**src/rtl/branch_outcome_predictor.sv**
```systemverilog
// Branch predictor with a PC-indexed table of 2-bit saturating counters.
// Resolves BEQ/BNE from the ALU zero flag, trains the table and counts branches and mispredicts.
module branch_outcome_predictor #(
  parameter int unsigned INDEX_BITS = 4,
  parameter int unsigned PC_WIDTH   = 64,
  parameter int unsigned CNT_WIDTH  = 32
) (
  input  logic                 clk,
  input  logic                 reset,
  input  logic [PC_WIDTH-1:0]  if_pc,
  output logic                 if_predict_taken,
  input  logic                 ex_valid,
  input  logic [1:0]           ex_branch_type,
  input  logic [PC_WIDTH-1:0]  ex_pc,
  input  logic                 ex_zero,
  input  logic                 ex_predicted_taken,
  output logic                 ex_taken,
  output logic                 ex_mispredict,
  output logic [CNT_WIDTH-1:0] branch_count,
  output logic [CNT_WIDTH-1:0] mispredict_count
);

  localparam int unsigned ENTRIES     = 2 ** INDEX_BITS;
  localparam logic [1:0]  BR_BEQ      = 2'b01;
  localparam logic [1:0]  BR_BNE      = 2'b10;
  localparam logic [1:0]  CNT_WEAK_NT = 2'b01;
  localparam logic [1:0]  CNT_MAX     = 2'b11;
  localparam logic [1:0]  CNT_MIN     = 2'b00;

  logic [ENTRIES-1:0][1:0] table_q, table_d;
  logic [CNT_WIDTH-1:0]    branch_count_q, branch_count_d;
  logic [CNT_WIDTH-1:0]    mispredict_count_q, mispredict_count_d;
  logic [INDEX_BITS-1:0]   if_idx, ex_idx;
  logic [1:0]              ex_cnt;
  logic                    ex_is_branch;

  assign if_idx = if_pc[INDEX_BITS+1:2];
  assign ex_idx = ex_pc[INDEX_BITS+1:2];

  // Word-offset and high PC bits are dropped from the index; aliasing is intended.
  logic unused_pc_bits;
  assign unused_pc_bits = ^{if_pc[1:0], if_pc[PC_WIDTH-1:INDEX_BITS+2],
                            ex_pc[1:0], ex_pc[PC_WIDTH-1:INDEX_BITS+2]};

  // Resolve the EX-stage branch outcome and misprediction.
  always_comb begin
    ex_taken     = 1'b0;
    ex_is_branch = ex_valid & ((ex_branch_type == BR_BEQ) | (ex_branch_type == BR_BNE));
    case (ex_branch_type)
      BR_BEQ:  ex_taken = ex_zero;
      BR_BNE:  ex_taken = ~ex_zero;
      default: ex_taken = 1'b0;
    endcase
    ex_mispredict = ex_is_branch & (ex_taken != ex_predicted_taken);
  end

  // Saturating counter training and statistics.
  always_comb begin
    table_d            = table_q;
    ex_cnt             = table_q[ex_idx];
    branch_count_d     = branch_count_q + CNT_WIDTH'(ex_is_branch);
    mispredict_count_d = mispredict_count_q + CNT_WIDTH'(ex_mispredict);
    if (ex_is_branch) begin
      if (ex_taken && (ex_cnt != CNT_MAX)) begin
        table_d[ex_idx] = ex_cnt + 2'd1;
      end else if (!ex_taken && (ex_cnt != CNT_MIN)) begin
        table_d[ex_idx] = ex_cnt - 2'd1;
      end
    end
  end

  always_ff @(posedge clk) begin
    if (reset) begin
      table_q            <= {ENTRIES{CNT_WEAK_NT}};
      branch_count_q     <= '0;
      mispredict_count_q <= '0;
    end else begin
      table_q            <= table_d;
      branch_count_q     <= branch_count_d;
      mispredict_count_q <= mispredict_count_d;
    end
  end

  // Lookup reads registered state only, so a same-cycle update is not bypassed.
  assign if_predict_taken = table_q[if_idx][1];
  assign branch_count     = branch_count_q;
  assign mispredict_count = mispredict_count_q;

endmodule

```
**config.mk**
```make
export PLATFORM = sky130hd
export DESIGN_NAME = branch_outcome_predictor
export DESIGN_NICKNAME = d
export VERILOG_FILES = /design/src/rtl/branch_outcome_predictor.sv
export SDC_FILE = /design/constraint.sdc
export NUM_CORES = 1
export LEC_CHECK = 0
export ABC_CLOCK_PERIOD_IN_PS = 3800
export CAP_MARGIN = 20
export CORE_MARGIN = 1.5
export CORE_UTILIZATION = 43
export CTS_CLUSTER_SIZE = 40
export DETAILED_ROUTE_END_ITERATION = 8
export GPL_TIMING_DRIVEN = 0
export HOLD_SLACK_MARGIN = 0.12
export PLACE_DENSITY = 0.85
export SLEW_MARGIN = 40
export SYNTH_ARGS = -nofsm -noshare
export SYNTH_HDL_FRONTEND = slang
export SYNTH_SLANG_ARGS = --single-unit
```
**constraint.sdc**
```tcl
create_clock -name clk -period 3.8 [get_ports clk]
set_input_delay 0.38 -clock clk [delete_from_list [all_inputs] [get_ports clk]]
set_output_delay 0.38 -clock clk [all_outputs]
set_load 0.03 [all_outputs]
```
; Word-level counts from Yosys, hierarchy flattened
; Index checks and enable logic that the tools add are counted.
[totals]
elab_cells = 51
mem_count = 0
mem_bits_rw = 0
output_inout_bits = 67
latch_bits = 0
in_bits = 135
register_bits = 96
mem_bits_ro = 0
[classes]
n_shift = 0
n_eq_ne = 4
reduce_logical = 7
div_mod_pow = 0
multipliers = 0
order_cmp = 3
mux = 11
bitwise_logic = 4
n_addsub = 4
[ops]
columns = operator, count
row1 = 32-bit by 1-bit adder with 32-bit output, 2
row2 = 32-bit bitwise mux, 2
row3 = 32-bit 2-to-1 mux, 2
row4 = 2-bit binary-select mux with 4-bit select, 2
row5 = 4-bit by 5-bit less-than comparator with 1-bit output (second input constant), 2
row6 = 2-bit demux with 4-bit select, 1
row7 = 2-bit 2-to-1 mux, 3
row8 = 4-bit by 1-bit >= comparator with 1-bit output (second input constant), 1
row9 = 2-bit nonzero test, 2
row10 = 1-bit logical AND, 3
row11 = 2-bit by 1-bit adder with 2-bit output (second input constant), 1
row12 = 1-bit AND, 2
row13 = 2-bit by 1-bit == test with 1-bit output (second input constant), 1
row14 = 2-bit == test (second input constant), 1
row15 = 2-bit inequality test (second input constant), 1
row16 = 1-bit case mux with 2 select lines, 1
row17 = 2-bit AND reduction, 1
row18 = 2-bit by 1-bit subtractor with 2-bit output (second input constant), 1
row19 = 1-bit logical NOT, 1
row20 = 1-bit inequality test, 1
row21 = 1-bit NOT, 1
row22 = 1-bit bitwise OR, 1

; Depth between registers and ports, before layout
; Gate-level depths: netlist (run 1).
[logic_depth]
ltp_word = 7
mapped_depth = 11
depth_no_buf = 11

; Worst setup path after synthesis (run 1)
; No wires, ideal clock.
[synth_path]
path_kind = input to register
start = input ex_branch_type[0]
end = register mispredict_count_q[16] (netlist: mispredict_count[16])
slack_ps = 658
path_stages = 11
arrival_ps = 3071
path_cell_list = inv_1 -> ha_1 -> mux2i_1 -> xor2_1 -> nor2_1 -> ha_1 -> ha_1 -> nand4_1 -> or4_1 -> or3_1 -> a21oi_1
[synth_between]
elab_chain_len = 5
[synth_lines]
columns = item, line_no
row1 = "start, declared", 13  ; input logic [1:0] ex_branch_type,
row2 = 2-bit == test or 2-bit by 1-bit == test with 1-bit output (tied branches), "48, 49"
row3 = 1-bit case mux with 2 select lines or 1-bit bitwise OR (tied branches), "49, 48"
row4 = 1-bit inequality test or 1-bit AND (tied branches), "54, 48"
row5 = 1-bit AND (*), 54  ; ex_mispredict = ex_is_branch & (ex_taken != ex_predicted_taken);
row6 = net ex_mispredict, 18  ; output logic ex_mispredict,
row7 = 32-bit by 1-bit adder with 32-bit output (*), 62  ; mispredict_count_d = mispredict_count_q + CNT_WIDTH'(ex_mispredict);
row8 = "end signal, assigned", 80  ; mispredict_count_q <= mispredict_count_d;
row9 = "end, declared", 32  ; logic [CNT_WIDTH-1:0] mispredict_count_q, mispredict_count_d;
; Mark *: on every way through the listed nets, which the timed path passes. The rest lies on a longest branch.
; A chain may end at the register's enable or synchronous reset.

==> results of run 1 <==
cells in the final DEF, fill, tap and decap left out, types with 2 or more instances in the layout:
cell / count
dfxtp_1: 96
clkdlybuf4s50_1: 78
nor2_1: 51
mux2i_1: 43
nand2_1: 37
nand3_1: 37
a21oi_1: 28
clkbuf_1: 23
inv_1: 17
nand4_1: 17
or4_1: 17
or3_1: 16
xnor2_1: 16
o21ai_0: 13
o31ai_1: 13
nor4_1: 12
nor2b_1: 11
mux4_2: 10
xor2_1: 10
clkbuf_8: 10
nor3_1: 8
ha_1: 8
mux2_2: 7
and4_1: 5
or2_2: 4
and3_1: 4
buf_2: 3
buf_1: 3
o41ai_1: 3
or4b_1: 3
a22oi_1: 2
nor3b_1: 2
clkinvlp_4: 2
layer usage:
| layer | global-route usage [%] | wire length [microns] | vias up |
|---|---|---|---|
| li1 | - | - | 2075 |
| met1 | 26.8 | 5200 | 2057 |
| met2 | 33.5 | 5770 | 144 |
| met3 | 3.92 | 669 | 19 |
| met4 | 8.36 | 204 | 0 |
| met5 | 0 | 0 | - |
power by group:
group / switching, mW / internal, mW
Clock: 0.363 / 0.325
Sequential: 0.00489 / 1.01
Combinational: 0.0706 / 0.0439
area by class of cell:
type                    count  area [sq um]
fillers                   935          4900
multi-input cells         382          2630
flip-flops and latches     96          1920
repair buffers             78           781
well taps                 140           175
clock buffers              12           145
plain buffers              29           121
inverters                  17          63.8
clock inverters             4          53.8
cell families (layout without fill, tap and decap cells):
family,after synthesis,after routing,share of synthesized area [%]
XOR/XNOR,26,26,4.80
AND/OR/NAND/NOR,227,227,25.6
flip-flops,96,96,40.5
buffers and inverters,46,140,3.88
adder cells (fa/ha/maj),8,8,2.11
AO/OA/AOI/OAI,61,61,7.60
multiplexers,60,60,15.5
worst paths after layout:
path,start,endpoint,slack (ns),depth (start not counted)
setup / recovery,ex_pc[2],flop,0.25,9
hold / removal,table_q[29],table_q[29],0.48,2
setup reg to reg,table_q[31],flop,0.88,7
hold reg to reg,table_q[29],table_q[29],0.48,2
per-stage QoR:
| stage | instance area (sq um) | hold WS, ns | cells | setup TNS [ns] | setup slack [ns] |
|---|---|---|---|---|---|
| 2_1_floorplan | 4740 | 0.445 | 524 | 0 | 0.658 |
| 3_3_place_gp | 5700 | 0.456 | 742 | -3.22 | -0.174 |
| 3_5_place_dp | 5700 | 0.474 | 742 | -5.77 | -0.326 |
| 4_1_cts | 5890 | 0.486 | 758 | 0 | 0.0596 |
| 5_1_grt | 5900 | 0.507 | 758 | 0 | 0.0780 |
| 6_report | 5900 | 0.481 | 758 | 0 | 0.251 |
critical path: stages:
cell and delay [ns]:
clkdlybuf4s50_1 0.54, clkbuf_2 0.32, mux4_2 0.55, mux4_2 0.50
ha_1 0.22, mux2i_1 0.43, clkbuf_1 0.38, nand3_1 0.28
mux2i_1 0.18
==> metrics.txt, run 1 <==
ant diodes=0; post-layout util=approximately 55%; Max Slew Vio Count=0; Final Hold Vio Count=0; fin crit period=roughly 3.5 ns; All-Layer GR Usage=approximately a fifth; Area contributors post-synth=dfxtp_1 (41%), mux2i_1 (9.1%), mux4_2 (4.8%), nor2_1 (4.0%), nand3_1 (3.9%); overall die height=approximately 110 microns; post-synth top area cell=dfxtp_1; # resized after CTS=0; IO Port Bufs=roughly 80; Max clock buf depth=2; Netlist cell types=36; synthesized area per cell=between 9 and 10 sq um; Max Fclk=282 MHz; die extent in x=approximately 110 microns; max_cap viols=0; hold buffer count at cts=0; total wire length=11800 microns; Clock Latency Late Sink=~0.37 ns; Tightest Pin Transition=just over 0.6 ns; core area=10800 sq um; first-pass GRT wire length=between 15000 and 20000 microns; vias per inst=between 5 and 6; critical path class=in -> reg; Synth top area share=between 40% and 50%; dpl hpwl=approximately 8900 microns; worst-path maximum fanout=10; Power per Cell Area=308 nW/um^2; final setup vio count=0; H-tree levels=3; Worst VDD drop=around 0.00017 V; WP data arrival=around 3.8 ns; vias in the first global route=~4000; Worst Skew=roughly 0.012 ns; Worst-path clk slew=around 0.090 ns; Post-Syn Nets=approximately 670; relative slew slack=approximately three fifths; Syn Inst Count=524; DR pass1 iterations=6; routability congestion estimate=0.891; DIE AREA=around 12000 sq um; WP data required=4.04 ns; total power=~1.8 mW; Ys Warns=0; Post-synth top cells=dfxtp_1 (96), nor2_1 (51), mux2i_1 (43); status=finished clean; share of cells above drive strength 1=under 10%; Async S/R FF share, synth=0%; crit path launch type=input port; Post-synth EDFFs=0; Vias=between 4000 and 5000; Sink Count=96; DR WL/cell=between 15 and 20 microns; Initial DRC Count=~230; RSZ-0062 raised after global routing=no; Area Overhead vs Synth=24.4%; Num CTS Buffers=9; largest net degree at the start of global routing=16; Routed Antenna Nets=0; Placement Rows=38; layout net count=756; CTS tree=done; #FFs+latches synth=96; most common cell in the netlist=dfxtp_1; fin crit share=just over 90%; LEAKAGE=roughly 2.1 nW; Mapped Area=approximately 4700 sq um; prevailing post-synth register cell=dfxtp_1; antenna violations before repair=0; starting density of the core=43.9%; global route overflow=0; part of the Yosys area used for sequential elements=between 40% and 50%; Clock Tree Root=clkbuf_8; Worst Hold Class=reg -> reg; IO Count=between 200 and 250; Crit. End Element=flop; post-CTS setup buffers=0; Remaining DRCs=0
Note: power is estimated with default switching activity, not from simulation.
==> run 2, diff against run 1 <==
--- a/config.mk
+++ b/config.mk
@@ -5,10 +5,11 @@
 export SDC_FILE = /design/constraint.sdc
 export NUM_CORES = 1
 export LEC_CHECK = 0
+export ABC_AREA = 1
 export ABC_CLOCK_PERIOD_IN_PS = 3800
 export CAP_MARGIN = 20
 export CORE_MARGIN = 1.5
-export CORE_UTILIZATION = 43
+export CORE_UTILIZATION = 45
 export CTS_CLUSTER_SIZE = 40
 export DETAILED_ROUTE_END_ITERATION = 8
 export GPL_TIMING_DRIVEN = 0
==> run 2 against run 1 <==
Compared with the run above:
- the flow now finishes with violations (DRC)
- via count is 33% higher
- hold slack got worse by 0.0077 ns
- final cell count is 44% higher
- worst setup slack improved by 0.69 ns
- combinational power grew 31%
- sequential power about the same
- non-clock buffer count down 10
- largest power group unchanged
==> metrics.txt, run 2 <==
Crit. End Element=flop (unchanged); Final Hold Vio Count=0 (unchanged); Remaining DRCs=12 (was 0); Area Overhead vs Synth=23.0% (was 24.4%); Syn Inst Count=854 (was 524); RSZ-0062 raised after global routing=no (unchanged); reg2reg setup slack=1.38 ns (was 0.88 ns); Max Slew Vio Count=0 (unchanged); fin crit share=75.2% (was 93.4%); DIE AREA=12600 sq um (was 11700 sq um); Power per Cell Area=308 nW/um^2 (about the same); Synth Area in Compound Gates=12.2% (was 7.60%); routability congestion estimate=0.929 (was 0.891); layout net count=1086 (was 756); total wire length=14500 microns (was 11800 microns); Ys Warns=0 (unchanged); overall die height=112 microns (was 108 microns); XOR/XNOR Fraction of Synth Area=1.77% (was 4.80%); post-synthesis adder-cell area fraction=1.87% (was 2.11%); CTS tree=done (unchanged); Routed Antenna Nets=0 (unchanged); Worst-path clk slew=0.07 ns (was 0.09 ns); All-Layer GR Usage=23.2% (was 20.6%); most common cell in the netlist=nand2_1 (was dfxtp_1); P_int=1.53 mW (was 1.38 mW); critical path class=in -> reg (unchanged); Comb pwr share=7.4% (was 6.3%); die extent in x=112 microns (was 108 microns); Post-Syn Nets=997 (was 667); Clock Latency Late Sink=0.35 ns (was 0.37 ns); starting density of the core=46.6% (was 43.9%); Vias=5693 (was 4295); NetSw=0.505 mW (was 0.438 mW); global route overflow=0 (unchanged); crit path launch type=input port (unchanged); WP data arrival=3.10 ns (was 3.79 ns); antenna violations before repair=0 (unchanged); share of cells above drive strength 1=5.91% (was 6.80%); Async S/R FF share, synth=0% (unchanged); Mapped Area=5360 sq um (was 4740 sq um); first-pass GRT wire length=23500 microns (was 19100 microns); Post-synth EDFFs=0 (unchanged); part of the Yosys area used for sequential elements=35.8% (was 40.5%); most frequent cells in the layout=nand2_1 (242), nor2_1 (166), dfxtp_1 (96) (was dfxtp_1 (96), clkdlybuf4s50_1 (78), nor2_1 (51)); commonest non-fill, non-tap cell in the layout=nand2_1 (was dfxtp_1); prevailing post-synth register cell=dfxtp_1 (unchanged); core area=11500 sq um (was 10800 sq um); Synth top area share=35.8% (was 40.5%); Clk pwr share=42.5% (was 37.8%); Area contributors post-synth=dfxtp_1 (36%), nand2_1 (17%), nor2_1 (12%), inv_1 (6.0%), o21ai_0 (4.7%) (was dfxtp_1 (41%), mux2i_1 (9.1%), mux4_2 (4.8%), nor2_1 (4.0%), nand3_1 (3.9%)); Num CTS Buffers=9 (unchanged); #FFs+latches synth=96 (unchanged); setup TNS=0 ns (unchanged); LEAKAGE=2.44 nW (was 2.11 nW); dpl hpwl=11100 microns (was 8870 microns); Tightest Pin Transition=0.661 ns (was 0.611 ns); Initial DRC Count=471 (was 225); DR pass1 iterations=8 (was 6); Worst Skew=0.0101 ns (was 0.0116 ns); worst-path maximum fanout=10 (unchanged); final setup vio count=0 (unchanged); IO Port Bufs=78 (unchanged); multiplexer area fraction after synthesis=0% (was 15.5%); vias in the first global route=4955 (was 3992); Max Fclk=350 MHz (was 282 MHz); Sink Count=96 (unchanged); max_cap viols=0 (unchanged); fin crit period=2.86 ns (was 3.55 ns); Clock Tree Root=clkbuf_16 (was clkbuf_8); Placement Rows=39 (was 38); synthesized area per cell=6.28 sq um (was 9.04 sq um); Worst Reg-to-Reg Cells=18 (was 7); Worst Hold Class=reg -> reg (unchanged); Sw Ratio=24.9% (was 24.1%); Max clock buf depth=2 (unchanged); IO Count=202 (unchanged); largest net degree at the start of global routing=16 (unchanged); hold buffer count at cts=0 (unchanged); Worst VDD drop=0.000222 V (was 0.000168 V); post-CTS setup buffers=0 (unchanged); Simple-Gate Fraction of Synth Area=40.1% (was 25.6%); post-layout util=57.3% (was 54.6%); Seq pwr share=50.1% (was 55.9%); Post-synth top cells=nand2_1 (242), nor2_1 (166), dfxtp_1 (96) (was dfxtp_1 (96), nor2_1 (51), mux2i_1 (43)); WP data required=4.04 ns (about the same); ant diodes=0 (unchanged); H-tree levels=3 (unchanged); Netlist cell types=34 (was 36); DR WL/cell=13.3 microns (was 15.6 microns); launch point of the worst path=ex_pc[2] (unchanged); failing checks=DRC; relative slew slack=55.9% (was 59.2%); status=finished with violations (was finished clean); vias per inst=5.22 (was 5.67); largest family of logic cells by synthesized area=simple AND/OR/NAND/NOR gates (unchanged); # resized after CTS=0 (unchanged); post-synth top area cell=dfxtp_1 (unchanged)
-- run 2: cell families after synthesis --
kind of cell	after synthesis
AO/OA/AOI/OAI	125
XOR/XNOR	10
adder cells (fa/ha/maj)	8
buffers and inverters	109
flip-flops	96
AND/OR/NAND/NOR	506
-- run 2: power groups by stage --
stage / Combinational (mW) / Clock (mW) / Sequential [mW]
finish: 0.151 / 0.863 / 1.02
floorplan: 0.0906 / 0 / 1.05
global placement: 0.148 / 0 / 1.04
detailed placement: 0.150 / 0 / 1.04
global route: 0.168 / 0.909 / 1.02
CTS: 0.151 / 0.876 / 1.02
-- run 2: stage by stage --
stage                     instance area [sq um]  cells  power [mW]  setup WS [ns]  hold slack [ns]
after CTS                                  6590   1090        2.04          0.954            0.477
after global routing                       6590   1090        2.09          0.484            0.519
after detailed placement                   6320   1075        1.19          0.584            0.461
final                                      6590   1090        2.03          0.944            0.473
after global placement                     6320   1075        1.19          0.642            0.454
after floorplan                            5360    854        1.14          0.663            0.440
-- run 2: worst min path at each step --
stage | depth (start not counted) | slack, ns | start | endpoint
after floorplan | 2 | 0.44 | flop | flop
after global placement | 2 | 0.45 | flop | flop
after detailed placement | 2 | 0.46 | flop | flop
after CTS | 2 | 0.48 | flop | flop
after global routing | 2 | 0.52 | flop | flop
final | 2 | 0.47 | flop | flop
-- run 2: routing by layer --
metal	track usage, %	wire, microns	vias up
li1	-	-	2876
met1	30.8	6620	2566
met2	36.5	6200	230
met3	6.75	1450	21
met4	7.17	234	0
met5	0	0	-
-- run 2: layout make-up --
type	instances	area, sq um
fillers	1083	4920
multi-input cells	649	3000
flip-flops and latches	96	1920
repair buffers	78	781
inverters	90	338
clock buffers	11	243
well taps	143	179
plain buffers	19	105
clock inverters	4	30.0
-- run 2: worst max-delay path, cell delays in order --
cell and delay (ns):
clkdlybuf4s50_1 0.63, inv_2 0.12, nand2_1 0.08, nand2_1 0.06
nand2_1 0.05, nand2_1 0.06, nand2_1 0.06, nand2_2 0.11
buf_4 0.20, nor2_2 0.12, inv_1 0.06, ha_1 0.19
nand3_1 0.24, nand3_2 0.13, buf_6 0.18, nor2_2 0.20
nor2_1 0.07, nor2_1 0.10, nand2_1 0.06
==> run 3, diff against run 2 <==
--- a/config.mk
+++ b/config.mk
@@ -6,15 +6,15 @@
 export NUM_CORES = 1
 export LEC_CHECK = 0
 export ABC_AREA = 1
-export ABC_CLOCK_PERIOD_IN_PS = 3800
+export ABC_CLOCK_PERIOD_IN_PS = 2500
 export CAP_MARGIN = 20
 export CORE_MARGIN = 1.5
-export CORE_UTILIZATION = 45
+export CORE_UTILIZATION = 41
 export CTS_CLUSTER_SIZE = 40
 export DETAILED_ROUTE_END_ITERATION = 8
 export GPL_TIMING_DRIVEN = 0
 export HOLD_SLACK_MARGIN = 0.12
-export PLACE_DENSITY = 0.85
+export PLACE_DENSITY = 0.82
 export SLEW_MARGIN = 40
 export SYNTH_ARGS = -nofsm -noshare
 export SYNTH_HDL_FRONTEND = slang
==> constraint.sdc (replaced) <==
create_clock -name clk -period 2.5 [get_ports clk]
set_input_delay 0.25 -clock clk [delete_from_list [all_inputs] [get_ports clk]]
set_output_delay 0.25 -clock clk [all_outputs]
set_load 0.03 [all_outputs]
==> run 3 against run 2 <==
Compared with the run above:
- die area is 9.5% higher
- sequential share of layout area is 1.7 points lower
- core utilization is 2.0 points lower
- critical path depth is 2 lower
- highest routed layer unchanged
- register-to-register slack worse by 1.2 ns
- the run now ends clean
- critical path type unchanged
- routed wire length is 7.5% higher
- non-clock buffer count is 11 higher
- worst setup slack worse by 0.89 ns
- count of clock-buffer cells in the layout is 2 higher
==> metrics.txt, run 3 (same netlist as run 2, synthesis figures left out) <==
status=finished clean (was finished with violations); most frequent cells in the layout=nand2_1 (232), nor2_1 (159), dfxtp_1 (96) (was nand2_1 (242), nor2_1 (166), dfxtp_1 (96)); total power=3.24 mW (was 2.03 mW); Routed Antenna Nets=0 (unchanged); All-Layer GR Usage=21.9% (was 23.2%); die extent in x=117 microns (was 112 microns); Max Slew Vio Count=0 (unchanged); final setup vio count=0 (unchanged); Crit. End Element=flop (unchanged); first-pass GRT wire length=24800 microns (was 23500 microns); Max clock buf depth=2 (unchanged); hold depth=2 (unchanged); CP peak stage delay=0.52 ns (was 0.63 ns); Top Family by Delay on Critical Path=buffers and inverters (was simple AND/OR/NAND/NOR gates); core area=12700 sq um (was 11500 sq um); layout net count=1097 (was 1086); fin crit share=between 90 and 100%; fin crit period=about 2.4 ns; Worst-path clk slew=0.06 ns (was 0.07 ns); cell repeated most along the worst path=inv_1 (was nand2_1); WP data required=2.73 ns (was 4.04 ns); FF/Latch Area=1920 sq um (unchanged); Placement Rows=41 (was 39); Area Overhead vs Synth=30.5% (was 23.0%); placed cells=1104 (was 1075); Sw Ratio=23.8% (was 24.9%); Max Fclk=slightly above 400 MHz; antenna violations before repair=0 (unchanged); Worst Hold Class=reg -> reg (unchanged); reg2reg setup slack=0.15 ns (was 1.38 ns); Hold Slack=0.470 ns (was 0.473 ns); Worst path slowest cell=clkdlybuf4s50_1 (unchanged); crit path buf inv count=6 (was 5); worst-path maximum fanout=10 (unchanged); Final Hold Vio Count=0 (unchanged); share of cells above drive strength 1=9.59% (was 5.91%); vias per inst=5.11 (was 5.22); final cell count without fillers=1131 (was 1090); DR WL/cell=13.8 microns (was 13.3 microns); Seq pwr share=47.7% (was 50.1%); Fillers=1218 (was 1083); vias in the first global route=5104 (was 4955); WP data arrival=2.68 ns (was 3.10 ns); Worst Reg-to-Reg Cells=18 (unchanged); Comb pwr share=8.6% (was 7.4%); Vias=5785 (was 5693); ant diodes=0 (unchanged); Worst Skew=0.00743 ns (was 0.0101 ns); critical path class=in -> reg (unchanged); P_int=2.47 mW (was 1.53 mW); dpl hpwl=11300 microns (was 11100 microns); NetSw=0.773 mW (was 0.505 mW); Worst VDD drop=0.000314 V (was 0.000222 V); crit path launch type=input port (unchanged); Remaining DRCs=0 (was 12); Clock Tree Root=clkbuf_16 (unchanged); overall die height=117 microns (was 112 microns); Power per Cell Area=464 nW/um^2 (was 308 nW/um^2); commonest non-fill, non-tap cell in the layout=nand2_1 (unchanged); max_cap viols=0 (unchanged); Sink Count=96 (unchanged); relative slew slack=57.3% (was 55.9%); routability congestion estimate=0.921 (was 0.929); starting density of the core=42.3% (was 46.6%); Num CTS Buffers=9 (unchanged); IO Port Bufs=78 (unchanged); total wire length=15600 microns (was 14500 microns); LEAKAGE=2.61 nW (was 2.44 nW); Clk pwr share=43.7% (was 42.5%); Tightest Pin Transition=0.640 ns (was 0.661 ns); DIE AREA=13800 sq um (was 12600 sq um); Clock Latency Late Sink=0.34 ns (was 0.35 ns); H-tree levels=3 (unchanged); DR pass1 iterations=5 (was 8); CTS tree=done (unchanged); final worst setup slack=0.0569 ns (was 0.944 ns); area of the multi-input gates=3220 sq um (was 3000 sq um); largest net degree at the start of global routing=15 (was 16); worst path cell trace=clkdlybuf4s50_1 -> inv_1 -> nand2_1 -> inv_1 -> nand2_2 -> nand2_4 -> buf_6 -> nor2_2 -> inv_1 -> ha_1 -> nand3_4 -> nand3_4 -> clkbuf_16 -> nor2_2 -> nor2_1 -> nor2_1 -> nand2_1 (was clkdlybuf4s50_1 -> inv_2 -> nand2_1 -> nand2_1 -> nand2_1 -> nand2_1 -> nand2_1 -> nand2_2 -> buf_4 -> nor2_2 -> inv_1 -> ha_1 -> nand3_1 -> nand3_2 -> buf_6 -> nor2_2 -> nor2_1 -> nor2_1 -> nand2_1); Initial DRC Count=548 (was 471); worst slack, placed=-0.559 ns (was 0.584 ns); global route overflow=0 (unchanged); IO Count=202 (unchanged)
run 3: cell count changes in the layout (fill, tap and decap cells not counted), sizes merged:
cell	delta
buf	+9
clkdlybuf4s15	+1
bufinv	+1
clkbuf	+5
clkdlybuf4s50	-5
inv	-1
dlymetal6s2s	+3
clkinvlp	-1
run 3: layout make-up:
| cell class | count | area share (%) |
|---|---|---|
| Tap cell | 172 | 3.07 |
| Clock buffer | 13 | 3.72 |
| Sequential cell | 96 | 27.5 |
| Inverter | 90 | 4.83 |
| Multi-Input combinational cell | 649 | 46.0 |
| Clock inverter | 3 | 0.572 |
| Timing Repair Buffer | 89 | 12.6 |
| Buffer | 19 | 1.72 |
run 3: per-layer routing:
metal / global-route usage [%] / vias to the layer above / part of all wire [%]
li1: - / 2902 / -
met4: 4.40 / 0 / 1.3
met5: 0 / - / 0
met1: 30.7 / 2622 / 46
met3: 5.20 / 19 / 8.0
met2: 34.2 / 242 / 44
run 3: worst max-delay path by stage:
stage	start	endpoint	slack, ns	cells past startpoint
6_report	ex_pc[4]	flop	0.06	17
4_1_cts	ex_branch_type[1]	mispredict_count[16]	0.001	16
3_5_place_dp	ex_pc[2]	table_q[5]	-0.56	17
5_1_grt	ex_pc[4]	flop	-0.02	17
2_1_floorplan	ex_branch_type[0]	mispredict_count[22]	0.007	17
3_3_place_gp	ex_branch_type[0]	branch_count[22]	-0.50	15
run 3: tightest hold or removal path: cells and delay by family (launching register included):
family,cells,cell delay [ns]
AOI/OAI and AO/OA,1,0.06
and+or+nand+nor,1,0.06
DFF,1,0.32
run 3: power by group through the flow:
stage | clock network, mW | logic, mW | registers, mW
final | 1.42 | 0.278 | 1.55
after global routing | 1.49 | 0.301 | 1.55
after CTS | 1.42 | 0.247 | 1.55
after detailed placement | 0 | 0.239 | 1.58
after global placement | 0 | 0.235 | 1.58
after floorplan | 0 | 0.147 | 1.59
run 3: metrics by stage:
step | TNS, ns | cell area [sq um] | util, %
after floorplan | 0 | 5430 | -
after global placement | -21.94 | 6420 | 50.7
after detailed placement | -25.81 | 6420 | 50.7
after CTS | 0 | 6770 | 53.5
after global routing | -0.0280 | 7000 | 55.2
final | 0 | 7000 | 55.2
run 3: timing repair:
action                     in CTS  in global routing
buffers inserted                3                  7
pin swaps                       4                 13
gates cloned                    0                  1
gates resized for setup         8                 41
hold buffers                    0                  0
setup endpoints to repair      34                 50
